[config.mk]
export PLATFORM = sky130hd
export DESIGN_NAME = uart_boot_ctrl_flat
export DESIGN_NICKNAME = d
export VERILOG_FILES = /design/src/rtl/uart_boot_ctrl_pkg.sv /design/src/rtl/uart_boot_ctrl_if.sv /design/src/rtl/uart_rx_fifo.sv /design/src/rtl/uart_boot_ctrl.sv /design/src/flat_wrapper.sv
export SDC_FILE = /design/constraint.sdc
export NUM_CORES = 1
export LEC_CHECK = 0
export CAP_MARGIN = 20
export CORE_MARGIN = 8
export CORE_UTILIZATION = 30
export CTS_CLUSTER_DIAMETER = 150
export DETAILED_ROUTE_END_ITERATION = 10
export DONT_BUFFER_PORTS = 1
export SETUP_SLACK_MARGIN = 0.05
export SYNTH_ARGS = -nofsm -noshare
export SYNTH_HDL_FRONTEND = slang
export SYNTH_SLANG_ARGS = --single-unit
[constraint.sdc]
create_clock -name clk -period 4.05 [get_ports clk]
set_input_delay 0.405 -clock clk [delete_from_list [all_inputs] [get_ports clk]]
set_output_delay 0.405 -clock clk [all_outputs]
set_load 0.1 [all_outputs]
[src/rtl/uart_boot_ctrl_pkg.sv]
// Shared types and constants for the UART program loader.
package uart_boot_ctrl_pkg;

    typedef enum logic [2:0] {
        S_LEN  = 3'd0,
        S_DATA = 3'd1,
        S_CHK  = 3'd2,
        S_RUN  = 3'd3,
        S_ERR  = 3'd4
    } state_t;

    localparam int unsigned HDR_BYTES  = 4;
    localparam int unsigned WORD_BYTES = 4;

    // Big-endian byte accumulation: the newest byte lands in the low lane.
    function automatic logic [31:0] shift_in(input logic [31:0] acc, input logic [7:0] b);
        return {acc[23:0], b};
    endfunction

endpackage

[src/rtl/uart_boot_ctrl_if.sv]
// Byte-stream, imem-write and CPU-read signals of the UART boot controller.
// master: the side feeding bytes and popping the FIFO; slave: the controller.
interface uart_boot_ctrl_if #(
    parameter int unsigned ADDR_W = 14
);
    logic              rx_valid;
    logic [7:0]        rx_data;
    logic              imem_we;
    logic [ADDR_W-1:0] imem_addr;
    logic [31:0]       imem_wdata;
    logic              boot_done;
    logic              boot_err;
    logic              cpu_rd_valid;
    logic [7:0]        cpu_rd_data;
    logic              cpu_rd_ack;
    logic              rx_overrun;

    modport master (
        output rx_valid, rx_data, cpu_rd_ack,
        input  imem_we, imem_addr, imem_wdata, boot_done, boot_err,
               cpu_rd_valid, cpu_rd_data, rx_overrun
    );

    modport slave (
        input  rx_valid, rx_data, cpu_rd_ack,
        output imem_we, imem_addr, imem_wdata, boot_done, boot_err,
               cpu_rd_valid, cpu_rd_data, rx_overrun
    );
endinterface

[src/rtl/uart_rx_fifo.sv]
// Synchronous show-ahead byte FIFO with sticky overrun flag.
// A push into a full FIFO succeeds only if a pop happens in the same cycle.
module uart_rx_fifo #(
    parameter int unsigned LOG = 4
) (
    input  logic       clk,
    input  logic       rstn,
    input  logic       i_push,
    input  logic [7:0] i_data,
    input  logic       i_pop,
    output logic [7:0] o_data,
    output logic       o_valid,
    output logic       o_overrun
);
    localparam int unsigned DEPTH = 1 << LOG;

    logic [7:0]   r_mem [DEPTH];
    logic [LOG-1:0] r_wr;
    logic [LOG-1:0] r_rd;
    logic [LOG:0] r_cnt;
    logic         r_overrun;

    logic w_empty;
    logic w_full;
    logic w_pop;
    logic w_wr;

    assign w_empty = (r_cnt == '0);
    assign w_full  = (r_cnt == (LOG+1)'(DEPTH));
    assign w_pop   = i_pop && !w_empty;
    assign w_wr    = i_push && (!w_full || w_pop);

    // Storage array, written on every accepted push.
    always_ff @(posedge clk) begin
        if (w_wr) begin
            r_mem[r_wr] <= i_data;
        end
    end

    // Pointers, occupancy and overrun flag.
    always_ff @(posedge clk) begin
        if (!rstn) begin
            r_wr      <= '0;
            r_rd      <= '0;
            r_cnt     <= '0;
            r_overrun <= 1'b0;
        end else begin
            if (w_wr) begin
                r_wr <= r_wr + 1'b1;
            end
            if (w_pop) begin
                r_rd <= r_rd + 1'b1;
            end
            case ({w_wr, w_pop})
                2'b10:   r_cnt <= r_cnt + 1'b1;
                2'b01:   r_cnt <= r_cnt - 1'b1;
                default: r_cnt <= r_cnt;
            endcase
            if (i_push && w_full && !w_pop) begin
                r_overrun <= 1'b1;
            end
        end
    end

    assign o_valid   = !w_empty;
    assign o_data    = w_empty ? '0 : r_mem[r_rd];
    assign o_overrun = r_overrun;

endmodule

[src/rtl/uart_boot_ctrl.sv]
// UART boot controller: loads a word-count header and big-endian words into imem,
// then hands every later byte to a show-ahead FIFO for the core.
// Optional feature: define CHECKSUM_EN to require a trailing 8-bit payload sum byte.
module uart_boot_ctrl
    import uart_boot_ctrl_pkg::*;
#(
    parameter int unsigned ADDR_W    = 14,
    parameter int unsigned BASE_ADDR = 0,
    parameter int unsigned FIFO_LOG  = 4
) (
    input  logic             clk,
    input  logic             rstn,
    uart_boot_ctrl_if.slave  bus
);
    localparam logic [32:0] CAPACITY = 33'd1 << ADDR_W;

    state_t            r_state;
    state_t            w_next;
    logic [1:0]        r_byte_idx;
    logic [31:0]       r_shift;
    logic [ADDR_W:0]   r_nwords;
    logic [ADDR_W:0]   r_widx;
    logic              r_imem_we;
    logic [ADDR_W-1:0] r_imem_addr;
    logic [31:0]       r_imem_wdata;
`ifdef CHECKSUM_EN
    logic [7:0]        r_sum;
`endif

    logic [31:0]       w_assembled;
    logic              w_hdr_last;
    logic              w_word_last;
    logic              w_last_word;
    logic              w_hdr_ovf;
    logic              w_hdr_zero;
    logic [ADDR_W-1:0] w_addr;
    logic              w_push;

    assign w_assembled = shift_in(r_shift, bus.rx_data);
    assign w_hdr_last  = (r_byte_idx == 2'(HDR_BYTES - 1));
    assign w_word_last = (r_byte_idx == 2'(WORD_BYTES - 1));
    assign w_last_word = ((r_widx + (ADDR_W+1)'(1)) == r_nwords);
    assign w_hdr_ovf   = ({1'b0, w_assembled} > CAPACITY);
    assign w_hdr_zero  = (w_assembled == '0);
    assign w_addr      = ADDR_W'(BASE_ADDR) + r_widx[ADDR_W-1:0];
    assign w_push      = bus.rx_valid && (r_state == S_RUN);

    // Loader state register.
    always_ff @(posedge clk) begin
        if (!rstn) begin
            r_state <= S_LEN;
        end else begin
            r_state <= w_next;
        end
    end

    // Next-state decode from the incoming byte stream.
    always_comb begin
        w_next = r_state;
        case (r_state)
            S_LEN: begin
                if (bus.rx_valid && w_hdr_last) begin
                    if (w_hdr_ovf) begin
                        w_next = S_ERR;
                    end else if (w_hdr_zero) begin
`ifdef CHECKSUM_EN
                        w_next = S_CHK;
`else
                        w_next = S_RUN;
`endif
                    end else begin
                        w_next = S_DATA;
                    end
                end
            end
            S_DATA: begin
                if (bus.rx_valid && w_word_last && w_last_word) begin
`ifdef CHECKSUM_EN
                    w_next = S_CHK;
`else
                    w_next = S_RUN;
`endif
                end
            end
`ifdef CHECKSUM_EN
            S_CHK: begin
                if (bus.rx_valid) begin
                    w_next = (bus.rx_data == r_sum) ? S_RUN : S_ERR;
                end
            end
`endif
            default: w_next = r_state;
        endcase
    end

    // Byte shifter, word counters and registered imem write port.
    always_ff @(posedge clk) begin
        if (!rstn) begin
            r_byte_idx   <= '0;
            r_shift      <= '0;
            r_nwords     <= '0;
            r_widx       <= '0;
            r_imem_we    <= 1'b0;
            r_imem_addr  <= '0;
            r_imem_wdata <= '0;
`ifdef CHECKSUM_EN
            r_sum        <= '0;
`endif
        end else begin
            r_imem_we <= 1'b0;
            if (bus.rx_valid && (r_state == S_LEN || r_state == S_DATA)) begin
                r_shift    <= w_assembled;
                r_byte_idx <= r_byte_idx + 2'd1;
            end
            if (bus.rx_valid && r_state == S_LEN && w_hdr_last) begin
                r_nwords <= w_assembled[ADDR_W:0];
                r_widx   <= '0;
            end
            if (bus.rx_valid && r_state == S_DATA) begin
`ifdef CHECKSUM_EN
                r_sum <= r_sum + bus.rx_data;
`endif
                if (w_word_last) begin
                    r_imem_we    <= 1'b1;
                    r_imem_addr  <= w_addr;
                    r_imem_wdata <= w_assembled;
                    r_widx       <= r_widx + (ADDR_W+1)'(1);
                end
            end
        end
    end

    uart_rx_fifo #(
        .LOG (FIFO_LOG)
    ) u_fifo (
        .clk       (clk),
        .rstn      (rstn),
        .i_push    (w_push),
        .i_data    (bus.rx_data),
        .i_pop     (bus.cpu_rd_ack),
        .o_data    (bus.cpu_rd_data),
        .o_valid   (bus.cpu_rd_valid),
        .o_overrun (bus.rx_overrun)
    );

    // Status flags are decoded straight from the state register, so they are
    // registered and change on the same edge the state does.
    assign bus.boot_done  = (r_state == S_RUN);
    assign bus.boot_err   = (r_state == S_ERR);
    assign bus.imem_we    = r_imem_we;
    assign bus.imem_addr  = r_imem_addr;
    assign bus.imem_wdata = r_imem_wdata;

endmodule

[src/flat_wrapper.sv]
// flat-port wrapper written by rule: the top's interface ports become plain ports
module uart_boot_ctrl_flat import uart_boot_ctrl_pkg::*;
#(
    parameter int unsigned ADDR_W    = 14,
    parameter int unsigned BASE_ADDR = 0,
    parameter int unsigned FIFO_LOG  = 4
)
  (clk, rstn, bus_rx_valid, bus_rx_data, bus_cpu_rd_ack, bus_imem_we, bus_imem_addr, bus_imem_wdata, bus_boot_done, bus_boot_err, bus_cpu_rd_valid, bus_cpu_rd_data, bus_rx_overrun);
  uart_boot_ctrl_if #(.ADDR_W(ADDR_W)) bus_i ();
  input  logic clk;
  input  logic rstn;
  input wire logic [$bits(bus_i.rx_valid)-1:0] bus_rx_valid;
  input wire logic [$bits(bus_i.rx_data)-1:0] bus_rx_data;
  input wire logic [$bits(bus_i.cpu_rd_ack)-1:0] bus_cpu_rd_ack;
  output wire logic [$bits(bus_i.imem_we)-1:0] bus_imem_we;
  output wire logic [$bits(bus_i.imem_addr)-1:0] bus_imem_addr;
  output wire logic [$bits(bus_i.imem_wdata)-1:0] bus_imem_wdata;
  output wire logic [$bits(bus_i.boot_done)-1:0] bus_boot_done;
  output wire logic [$bits(bus_i.boot_err)-1:0] bus_boot_err;
  output wire logic [$bits(bus_i.cpu_rd_valid)-1:0] bus_cpu_rd_valid;
  output wire logic [$bits(bus_i.cpu_rd_data)-1:0] bus_cpu_rd_data;
  output wire logic [$bits(bus_i.rx_overrun)-1:0] bus_rx_overrun;
  assign bus_i.rx_valid = bus_rx_valid;
  assign bus_i.rx_data = bus_rx_data;
  assign bus_i.cpu_rd_ack = bus_cpu_rd_ack;
  assign bus_imem_we = bus_i.imem_we;
  assign bus_imem_addr = bus_i.imem_addr;
  assign bus_imem_wdata = bus_i.imem_wdata;
  assign bus_boot_done = bus_i.boot_done;
  assign bus_boot_err = bus_i.boot_err;
  assign bus_cpu_rd_valid = bus_i.cpu_rd_valid;
  assign bus_cpu_rd_data = bus_i.cpu_rd_data;
  assign bus_rx_overrun = bus_i.rx_overrun;
  uart_boot_ctrl #(.ADDR_W(ADDR_W), .BASE_ADDR(BASE_ADDR), .FIFO_LOG(FIFO_LOG)) u_core (.clk(clk), .rstn(rstn), .bus(bus_i));
endmodule
==> results.sh, run 1 <==
export IMPL_status="finished, final reports clean"
export IMPL_timing_rr_end="u_core.u_fifo.r_cnt[4]"
export IMPL_yosysWarnings=0
export IMPL_post_place_ws_ns=0.9648
export IMPL_drv_cap=0
export IMPL_worstReg2RegStart="u_core.r_state[0]"
export IMPL_hold_path_class="input pin to flip-flop"
export IMPL_whs_endpoint="u_core.bus.imem_wdata[7]"
export IMPL_core_mm2=0.03454
export IMPL_synth_edf_count=128
export IMPL_syn_nets=896
export IMPL_grt_pass1_vias=6429
export IMPL_hold_violations=0
export IMPL_synthTopCellsByArea="edfxtp_1, dfxtp_1, mux4_2"
export IMPL_path_class="flip-flop to primary output"
export IMPL_post_dp_cell_area_mm2=0.01102
export IMPL_cp_required_ns=3.64
export IMPL_setup_slack_ns=0.6656
export IMPL_io_pins=71
export IMPL_crit_arrival_ns=2.98
export IMPL_clock_skew_ns=0.02091
export IMPL_max_slew_margin_rel=0.2988
export IMPL_syn_cell_area_mm2=0.01050
export IMPL_die_area_mm2=0.04124
export IMPL_worstSetupStartpointType="flip-flop"
export IMPL_synth_top_area_share=0.3661
export IMPL_fmax_mhz=295.5
export IMPL_final_nets=899
export IMPL_drt_first_iter_violations=346
export IMPL_ys_flop_type="edfxtp_1"
export IMPL_grt_start_max_net_pins=78
export IMPL_clk_latency_ns=0.55
export IMPL_holdPathStages=2
export IMPL_portBuffers=0
export IMPL_p_leak_uw=0.003901
export IMPL_rrSetupSlack_ns=0.97
export IMPL_syn_inst=872
export IMPL_yosysUniqueCellTypes=51
export IMPL_post_route_period_util=0.8356
export IMPL_die_y_um=203.1
export IMPL_peakVddDrop_uv=293.6
export IMPL_grt_ovfl_total=0
export IMPL_ys_ff_latch=252
export IMPL_finalSetupViolCount=0
export IMPL_grt_pass1_wl_mm=39.70
export IMPL_dp_hpwl_mm=15.76
export IMPL_synth_area_leader_cell="edfxtp_1"
export IMPL_start_util=0.3040
export IMPL_grt_usage=0.1224
export IMPL_fillers=3409
export IMPL_ys_seq_area_frac=0.6025
export IMPL_n_antenna_cell=0
export IMPL_area_growth_pct=15.14
export IMPL_tightest_slew_ns=1.050
export IMPL_antenna_found_initial=4
export IMPL_slew_viol_final=0
export IMPL_cp_max_fo=17
export IMPL_dieWidth_um=203.1
export IMPL_hp_start="bus_rx_data[7]"
export IMPL_drc_errors=0
export IMPL_dr_pass1_iters=5
export IMPL_layout_drive_gt1_share=0.1472
export IMPL_clkSinkCount=252
export IMPL_path_clk_slew_ns=0.06
export IMPL_routed_wirelength_mm=25.63
export IMPL_worst_setup_path_end_kind="primary output"
export IMPL_gp_congestion=0.7661
export IMPL_cellPowerDensity_mw_per_mm2=433.8
export IMPL_finalSetupTns_ns=0
export IMPL_cts_buffers=28
export IMPL_reg2regPathDepth=11
export IMPL_wl_per_cell_um=18.95
export IMPL_htreeDepth=1
export IMPL_fin_crit_ns=3.384
export IMPL_ys_async_sr_fraction=0
export IMPL_postRouteAntennaNets=0
export IMPL_viasPerCell=4.841
export IMPL_rsz0062_at_grt="no"
export IMPL_placementRows=68
export IMPL_synth_area_per_cell_um2=12.04
export IMPL_cts_buffer_depth=3
export IMPL_design_area_mm2=0.01209
export IMPL_cts_tree="done"
export IMPL_vias=6545
export IMPL_clockRootBuffer="clkbuf_16"
## report_power, final
group / internal [µW] / total, µW / switching [µW]
clock network: 1380 / 2440 / 1050
registers: 2690 / 2700 / 14.8
logic: 40.2 / 107 / 66.6
total: 4110 / 5240 / 1130
## cells by family after synthesis
logic type      after synthesis  synth area share
compound gates              134           0.09199
xor+xnor                     31           0.02586
fa+ha+maj                    12           0.01501
buf+inv                      68           0.02776
flops                       252            0.6025
mux                          43           0.08866
simple gates                332            0.1482
## stage by stage
| stage | total power, µW | util | hold slack, ns | std cells |
|---|---|---|---|---|
| 6_report | 5245 | 0.3500 | 0.02302 | 1352 |
| 5_1_grt | 5431 | 0.3500 | 0.004355 | 1352 |
| 4_1_cts | 5309 | 0.3493 | 0.0001497 | 1350 |
| 3_5_place_dp | 2813 | 0.3190 | 0.4737 | 1285 |
| 3_3_place_gp | 2812 | 0.3190 | 0.4530 | 1285 |
| 2_1_floorplan | 2809 | - | 0.4472 | 872 |
## flip-flops by register name, summed over array words and instances (netlist names), 4 cells and up, named ones only
signal                 cells
u_core.u_fifo.r_wr         4
u_core.r_widx             15
u_core.bus.imem_wdata     32
u_core.r_nwords           15
u_core.u_fifo.r_mem      128
u_core.r_shift            24
u_core.u_fifo.r_cnt        5
u_core.bus.imem_addr      14
u_core.u_fifo.r_rd         4
## placed cells by master (no fill, tap or decap), types with 12 or more instances in the layout
cell           netlist  routed
nor2b_1             22      14
and2_1              16      16
nor2_1              31      31
dlygate4sd3_1        0      13
edfxtp_1           128     128
o21ai_0             13      13
xnor2_1             19      19
dfxtp_1            124     123
mux4_2              40      40
xor2_1              12      12
clkbuf_16            0      28
buf_4                0      18
nand2_1            197     197
a21boi_0            90      90
## synthesized netlist by cell type, drive strengths merged (2+ instances only)
cell / count
a21boi: 90
a21oi: 11
o211a: 3
dfxtp: 124
o21ai: 13
nor2: 31
nor4: 13
xnor2: 19
nand2b: 4
mux4: 40
o21a: 7
nor3: 11
a21o: 2
mux2i: 3
ha: 11
nand4: 10
inv: 6
or3b: 2
and2: 16
nand3: 9
nand2: 197
nor3b: 4
edfxtp: 128
clkbuf: 44
nand3b: 5
or4: 2
nor2b: 22
xor2: 12
or3: 2
buf: 18
o311a: 2
## routing by layer
layer | track usage | share of wire | vias up
li1 | - | - | 3100
met1 | 0.1599 | 0.44 | 3233
met2 | 0.2017 | 0.48 | 171
met3 | 0.02757 | 0.065 | 41
met4 | 0.03341 | 0.020 | 0
met5 | 0 | 0 | -
## what timing repair did
action / in CTS / in global routing
resized for setup: 0 / 0
setup buffers: 0 / 0
hold buffers: 13 / 1
setup endpoints to repair: 0 / 0
endpoints found under the hold margin: 212 / 4
## critical path: stages, from the launching register on
cell and delay [ns]:
dfxtp_2 0.75, buf_12 0.27, mux4_2 0.52, mux4_2 0.48, nor2b_2 0.17, buf_4 0.23
## cell type report
| type | instances | area (µm²) | share of cell area |
|---|---|---|---|
| timing repair buffer | 35 | 354.1 | 0.02929 |
| clock inverter | 19 | 160.2 | 0.01325 |
| inverter | 6 | 22.52 | 0.001863 |
| multi-input combinational | 552 | 3918 | 0.3240 |
| clock buffer | 33 | 739.5 | 0.06116 |
| sequential | 252 | 6327 | 0.5233 |
| tap | 455 | 569.3 | 0.04709 |
## worst max-delay path by stage
stage,startpoint,endpoint,slack (ns),cells past startpoint
4_1_cts,flip-flop,bus_cpu_rd_data[2],0.58,5
3_3_place_gp,u_core.r_state[0],u_core.u_fifo.r_cnt[4],1.03,11
5_1_grt,flip-flop,bus_cpu_rd_data[2],0.48,5
6_report,flip-flop,bus_cpu_rd_data[2],0.67,5
2_1_floorplan,u_core.r_state[2],bus_boot_err,0.86,2
3_5_place_dp,u_core.r_state[0],u_core.u_fifo.r_cnt[4],0.96,11
Power figures use the tool's default switching activity.
==> run 2, diff against run 1 <==
clock period = 3.28 ns   (was 4.05 ns; I/O delays follow)
==> results.sh, run 2 (synthesis results as in run 1) <==
export IMPL_tightest_slew_ns=1.037
export IMPL_viasPerCell=4.692
export IMPL_vias=6381
export IMPL_clockRootBuffer="clkbuf_16"
export IMPL_clkSinkCount=252
export IMPL_crit_arrival_ns=2.75
export IMPL_routed_wirelength_mm=24.38
export IMPL_fin_crit_ns=3.076
export IMPL_start_util=0.3040
export IMPL_layout_drive_gt1_share=0.1551
export IMPL_setup_slack_ns=0.2043
export IMPL_cellPowerDensity_mw_per_mm2=541.3
export IMPL_max_slew_margin_rel=0.3079
export IMPL_peakVddDrop_uv=463.2
export IMPL_grt_pass1_wl_mm=38.18
export IMPL_antenna_found_initial=6
export IMPL_die_area_mm2=0.04124
export IMPL_holdPathStages=3
export IMPL_io_pins=71
export IMPL_post_place_ws_ns=0.4722
export IMPL_drv_cap=0
export IMPL_fillers=3418
export IMPL_layoutNonFillerInstCount=1360
export IMPL_cts_buffers=29
export IMPL_final_cell_mix="nand2_1, edfxtp_1, dfxtp_1"
export IMPL_reg2regPathDepth=10
export IMPL_fmax_mhz=325.1
export IMPL_clk_latency_ns=0.55
export IMPL_status="finished, final reports clean"
export IMPL_dieWidth_um=203.1
export IMPL_cts_setup_buffers=0
export IMPL_cts_buffer_depth=3
export IMPL_grt_start_max_net_pins=122
export IMPL_finalSetupViolCount=0
export IMPL_worstSetupStartpointType="flip-flop"
export IMPL_regMostFlops="u_core.u_fifo.r_mem"
export IMPL_dp_hpwl_mm=15.41
export IMPL_clock_skew_ns=0.01569
export IMPL_rsz0062_at_grt="no"
export IMPL_hold_path_class="input pin to flip-flop"
export IMPL_ctsResizeCount=0
export IMPL_largest_register_ffs=128
export IMPL_area_growth_pct=15.29
export IMPL_placementRows=68
export IMPL_hold_violations=0
export IMPL_postRouteAntennaNets=0
export IMPL_die_y_um=203.1
export IMPL_post_route_period_util=0.9377
export IMPL_grt_ovfl_total=0
export IMPL_final_nets=898
export IMPL_cts_tree="done"
export IMPL_worst_setup_path_end_kind="primary output"
export IMPL_gp_congestion=0.7680
export IMPL_dr_pass1_iters=4
export IMPL_core_mm2=0.03454
export IMPL_p_leak_uw=0.003928
export IMPL_htreeDepth=1
export IMPL_cp_required_ns=2.95
export IMPL_grt_usage=0.1167
export IMPL_slew_viol_final=0
export IMPL_drt_first_iter_violations=428
export IMPL_portBuffers=0
export IMPL_design_area_mm2=0.01211
export IMPL_wl_per_cell_um=17.93
export IMPL_finalSetupTns_ns=0
export IMPL_drc_errors=0
export IMPL_path_clk_slew_ns=0.06
export IMPL_placedCellCount=1289
export IMPL_path_class="flip-flop to primary output"
export IMPL_final_common_cell="nand2_1"
export IMPL_cp_max_fo=27
export IMPL_cts_hold_buf=9
export IMPL_post_dp_cell_area_mm2=0.01105
export IMPL_grt_pass1_vias=6304
==> run 2: cell types whose count changed in the layout (fill, tap and decap cells not counted) <==
cell,before,now
buf_4,18,22
clkbuf_16,28,29
inv_6,0,2
diode_2,0,9
clkbuf_1,3,1
clkinv_8,1,0
clkinvlp_4,5,2
clkinv_1,1,0
dlygate4sd3_1,13,8
clkinv_2,7,11
==> run 2: final timing paths <==
path | slack [ns] | from | endpoint
max reg2reg | 0.49 | u_core.u_fifo.r_cnt[0] | u_core.u_fifo.r_cnt[4]
max | 0.20 | flip-flop | bus_cpu_rd_data[0]
min | 0.14 | bus_rx_valid | u_core.u_fifo.o_overrun
min reg2reg | 0.48 | u_core.r_byte_idx[1] | u_core.r_byte_idx[1]
==> run 2: routing by layer <==
layer / GRT usage / up-vias / share of wire
li1: - / 3112 / -
met1: 0.1544 / 3101 / 0.44
met2: 0.1891 / 125 / 0.47
met3: 0.02630 / 41 / 0.066
met4: 0.03393 / 2 / 0.025
met5: 0 / - / 0.00053
==> run 2: critical path: stages, from the launching register on <==
cell and delay (ns):
dfxtp_2 0.46, buf_12 0.28, mux4_2 0.56, mux4_2 0.49
nor2b_2 0.16, buf_4 0.23
==> run 2: power by group <==
group          internal (µW)  switching, µW  leakage, µW
Combinational           45.4           82.0      0.00131
Clock                   1780           1310     0.000465
Sequential              3320           17.6      0.00215
==> run 2: final cells by class <==
type | count | area (µm²) | share of cell area
Clock buffer | 33 | 770.7 | 0.06367
Timing Repair Buffer | 33 | 320.3 | 0.02646
Tap cell | 455 | 569.3 | 0.04703
Sequential cell | 252 | 6327 | 0.5227
Antenna cell | 9 | 22.52 | 0.001860
Inverter | 6 | 22.52 | 0.001860
Multi-Input combinational cell | 552 | 3918 | 0.3236
Clock inverter | 20 | 155.1 | 0.01282
==> run 2: metrics by stage <==
step           hold WS [ns]  total power [µW]    util
3_5_place_dp         0.4286              3474  0.3199
6_report             0.1408              6553  0.3504
5_1_grt              0.1482              6753  0.3498
2_1_floorplan        0.4269              3469       -
3_3_place_gp         0.4289              3472  0.3199
4_1_cts              0.1212              6656  0.3498
==> run 3, diff against run 2 <==
REMOVE_ABC_BUFFERS = 1   (was default)
==> results.sh, run 3 (synthesis results as in run 1) <==
export IMPL_area_growth_pct=14.69
export IMPL_layout_drive_gt1_share=0.1514
export IMPL_grt_usage=0.1163
export IMPL_grt_start_max_net_pins=122
export IMPL_path_clk_slew_ns=0.06
export IMPL_holdWs_ns=0.1037
export IMPL_wl_per_cell_um=18.17
export IMPL_whs_endpoint="u_core.r_nwords[0]"
export IMPL_die_y_um=203.1
export IMPL_cellPowerDensity_mw_per_mm2=523.9
export IMPL_largest_register_ffs=128
export IMPL_cpPeakStageDelay_ns=0.59
export IMPL_clockRootBuffer="clkbuf_16"
export IMPL_antenna_found_initial=2
export IMPL_portBuffers=0
export IMPL_finalSetupTns_ns=0
export IMPL_vias=6484
export IMPL_wl_met1_mm=10.99
export IMPL_peakVddDrop_uv=347.4
export IMPL_cp_slowest_cell="mux4_2"
export IMPL_grt_pass1_wl_mm=38.16
export IMPL_met3_length_mm=1.456
export IMPL_grt_pass1_vias=6401
export IMPL_dieWidth_um=203.1
export IMPL_htreeDepth=1
export IMPL_rrSetupSlack_ns=0.51
export IMPL_placedCellCount=1297
export IMPL_rsz0062_at_grt="no"
export IMPL_worst_setup_path_end_kind="primary output"
export IMPL_hp_start="bus_rx_valid"
export IMPL_setup_slack_ns=0.3292
export IMPL_final_nets=903
export IMPL_drv_cap=0
export IMPL_layoutNonFillerInstCount=1353
export IMPL_hold_violations=0
export IMPL_post_route_period_util=0.8996
export IMPL_holdPathStages=4
export IMPL_crit_arrival_ns=2.62
export IMPL_fillers=3445
export IMPL_worstReg2RegStart="u_core.r_state[0]"
export IMPL_reg2regPathDepth=11
export IMPL_routed_wirelength_mm=24.59
export IMPL_cp_max_fo=32
export IMPL_slew_viol_final=0
export IMPL_finalSetupViolCount=0
export IMPL_status="finished, final reports clean"
export IMPL_postRouteAntennaNets=0
export IMPL_max_slew_margin_rel=0.2853
export IMPL_core_mm2=0.03454
export IMPL_n_antenna_cell=0
export IMPL_hold_path_class="input pin to flip-flop"
export IMPL_final_common_cell="nand2_1"
export IMPL_worst_path_most_repeated_cell="mux4_2"
export IMPL_cp_required_ns=2.95
export IMPL_drc_errors=0
export IMPL_dr_pass1_iters=4
export IMPL_cts_tree="done"
export IMPL_fmax_mhz=338.9
export IMPL_final_cell_mix="nand2_1, edfxtp_1, dfxtp_1"
export IMPL_drt_first_iter_violations=367
export IMPL_path_cells="buf_12 -> mux4_2 -> mux4_2 -> nor2b_2 -> buf_4"
export IMPL_dp_hpwl_mm=15.09
export IMPL_cts_buffers=26
export IMPL_placementRows=68
export IMPL_viasPerCell=4.792
export IMPL_worstSetupStartpointType="flip-flop"
export IMPL_clkSinkCount=252
export IMPL_clock_skew_ns=0.01218
export IMPL_top_layer="met5"
export IMPL_die_area_mm2=0.04124
export IMPL_path_class="flip-flop to primary output"
export IMPL_io_pins=71
export IMPL_regMostFlops="u_core.u_fifo.r_mem"
export IMPL_tightest_slew_ns=1.080
export IMPL_fin_crit_ns=2.951
export IMPL_p_leak_uw=0.003906
export IMPL_start_util=0.3040
export IMPL_wl_met2_mm=11.50
export IMPL_post_place_ws_ns=0.5241
export IMPL_grt_ovfl_total=0
export IMPL_gp_congestion=0.7382
export IMPL_cts_buffer_depth=3
export IMPL_clk_latency_ns=0.54
export IMPL_timing_rr_end="u_core.u_fifo.r_cnt[4]"
## run 3: cell type report
class / instances / area [µm²] / share of cell area
Sequential cell: 252 / 6327 / 0.5254
Multi-Input combinational cell: 552 / 3918 / 0.3253
Clock buffer: 33 / 706.9 / 0.05870
Tap cell: 455 / 569.3 / 0.04727
Timing Repair Buffer: 41 / 380.4 / 0.03158
Clock inverter: 14 / 118.9 / 0.009870
Inverter: 6 / 22.52 / 0.001870
## run 3: metal layers
metal,up-vias,track usage
li1,3115,-
met1,3182,0.1550
met2,143,0.1891
met3,42,0.02598
met4,2,0.02979
met5,-,0
## run 3: worst max-delay path, delay by kind of cell, from the launching register on
kind / cells / cell delay, ns
mux: 2 / 1.06
buf+inv: 2 / 0.49
flops: 1 / 0.34
simple gates: 1 / 0.17
## run 3: metrics by stage
step	utilization	instance area [µm²]	power [µW]
3_3_place_gp	0.3216	11110	3473
6_report	0.3486	12040	6309
3_5_place_dp	0.3216	11110	3475
2_1_floorplan	-	10230	3453
4_1_cts	0.3486	12040	6395
5_1_grt	0.3486	12040	6517
## run 3: what timing repair did
action,4_1_cts,5_1_grt
setup buffers,0,0
gates resized for setup,0,0
hold endpoints to repair,252,0
hold buffers,9,0
## run 3: where the power goes
| part | internal (µW) | switching (µW) | leakage (µW) |
|---|---|---|---|
| combinational | 45.6 | 83.4 | 0.00136 |
| sequential | 3320 | 18.5 | 0.00215 |
| clock | 1610 | 1230 | 0.000399 |
| total | 4970 | 1340 | 0.00391 |
## run 3: worst max-delay path by stage
stage	from	endpoint	slack, ns	cells after the start
4_1_cts	flip-flop	bus_cpu_rd_data[3]	0.29	5
6_report	flip-flop	bus_cpu_rd_data[3]	0.33	5
3_3_place_gp	u_core.u_fifo.r_cnt[0]	u_core.u_fifo.r_cnt[4]	0.59	10
2_1_floorplan	u_core.r_byte_idx[0]	u_core.r_widx[2]	-1.25	6
3_5_place_dp	u_core.u_fifo.r_cnt[0]	u_core.u_fifo.r_cnt[4]	0.52	10
5_1_grt	u_core.u_fifo.r_cnt[0]	u_core.u_fifo.r_cnt[4]	0.23	10
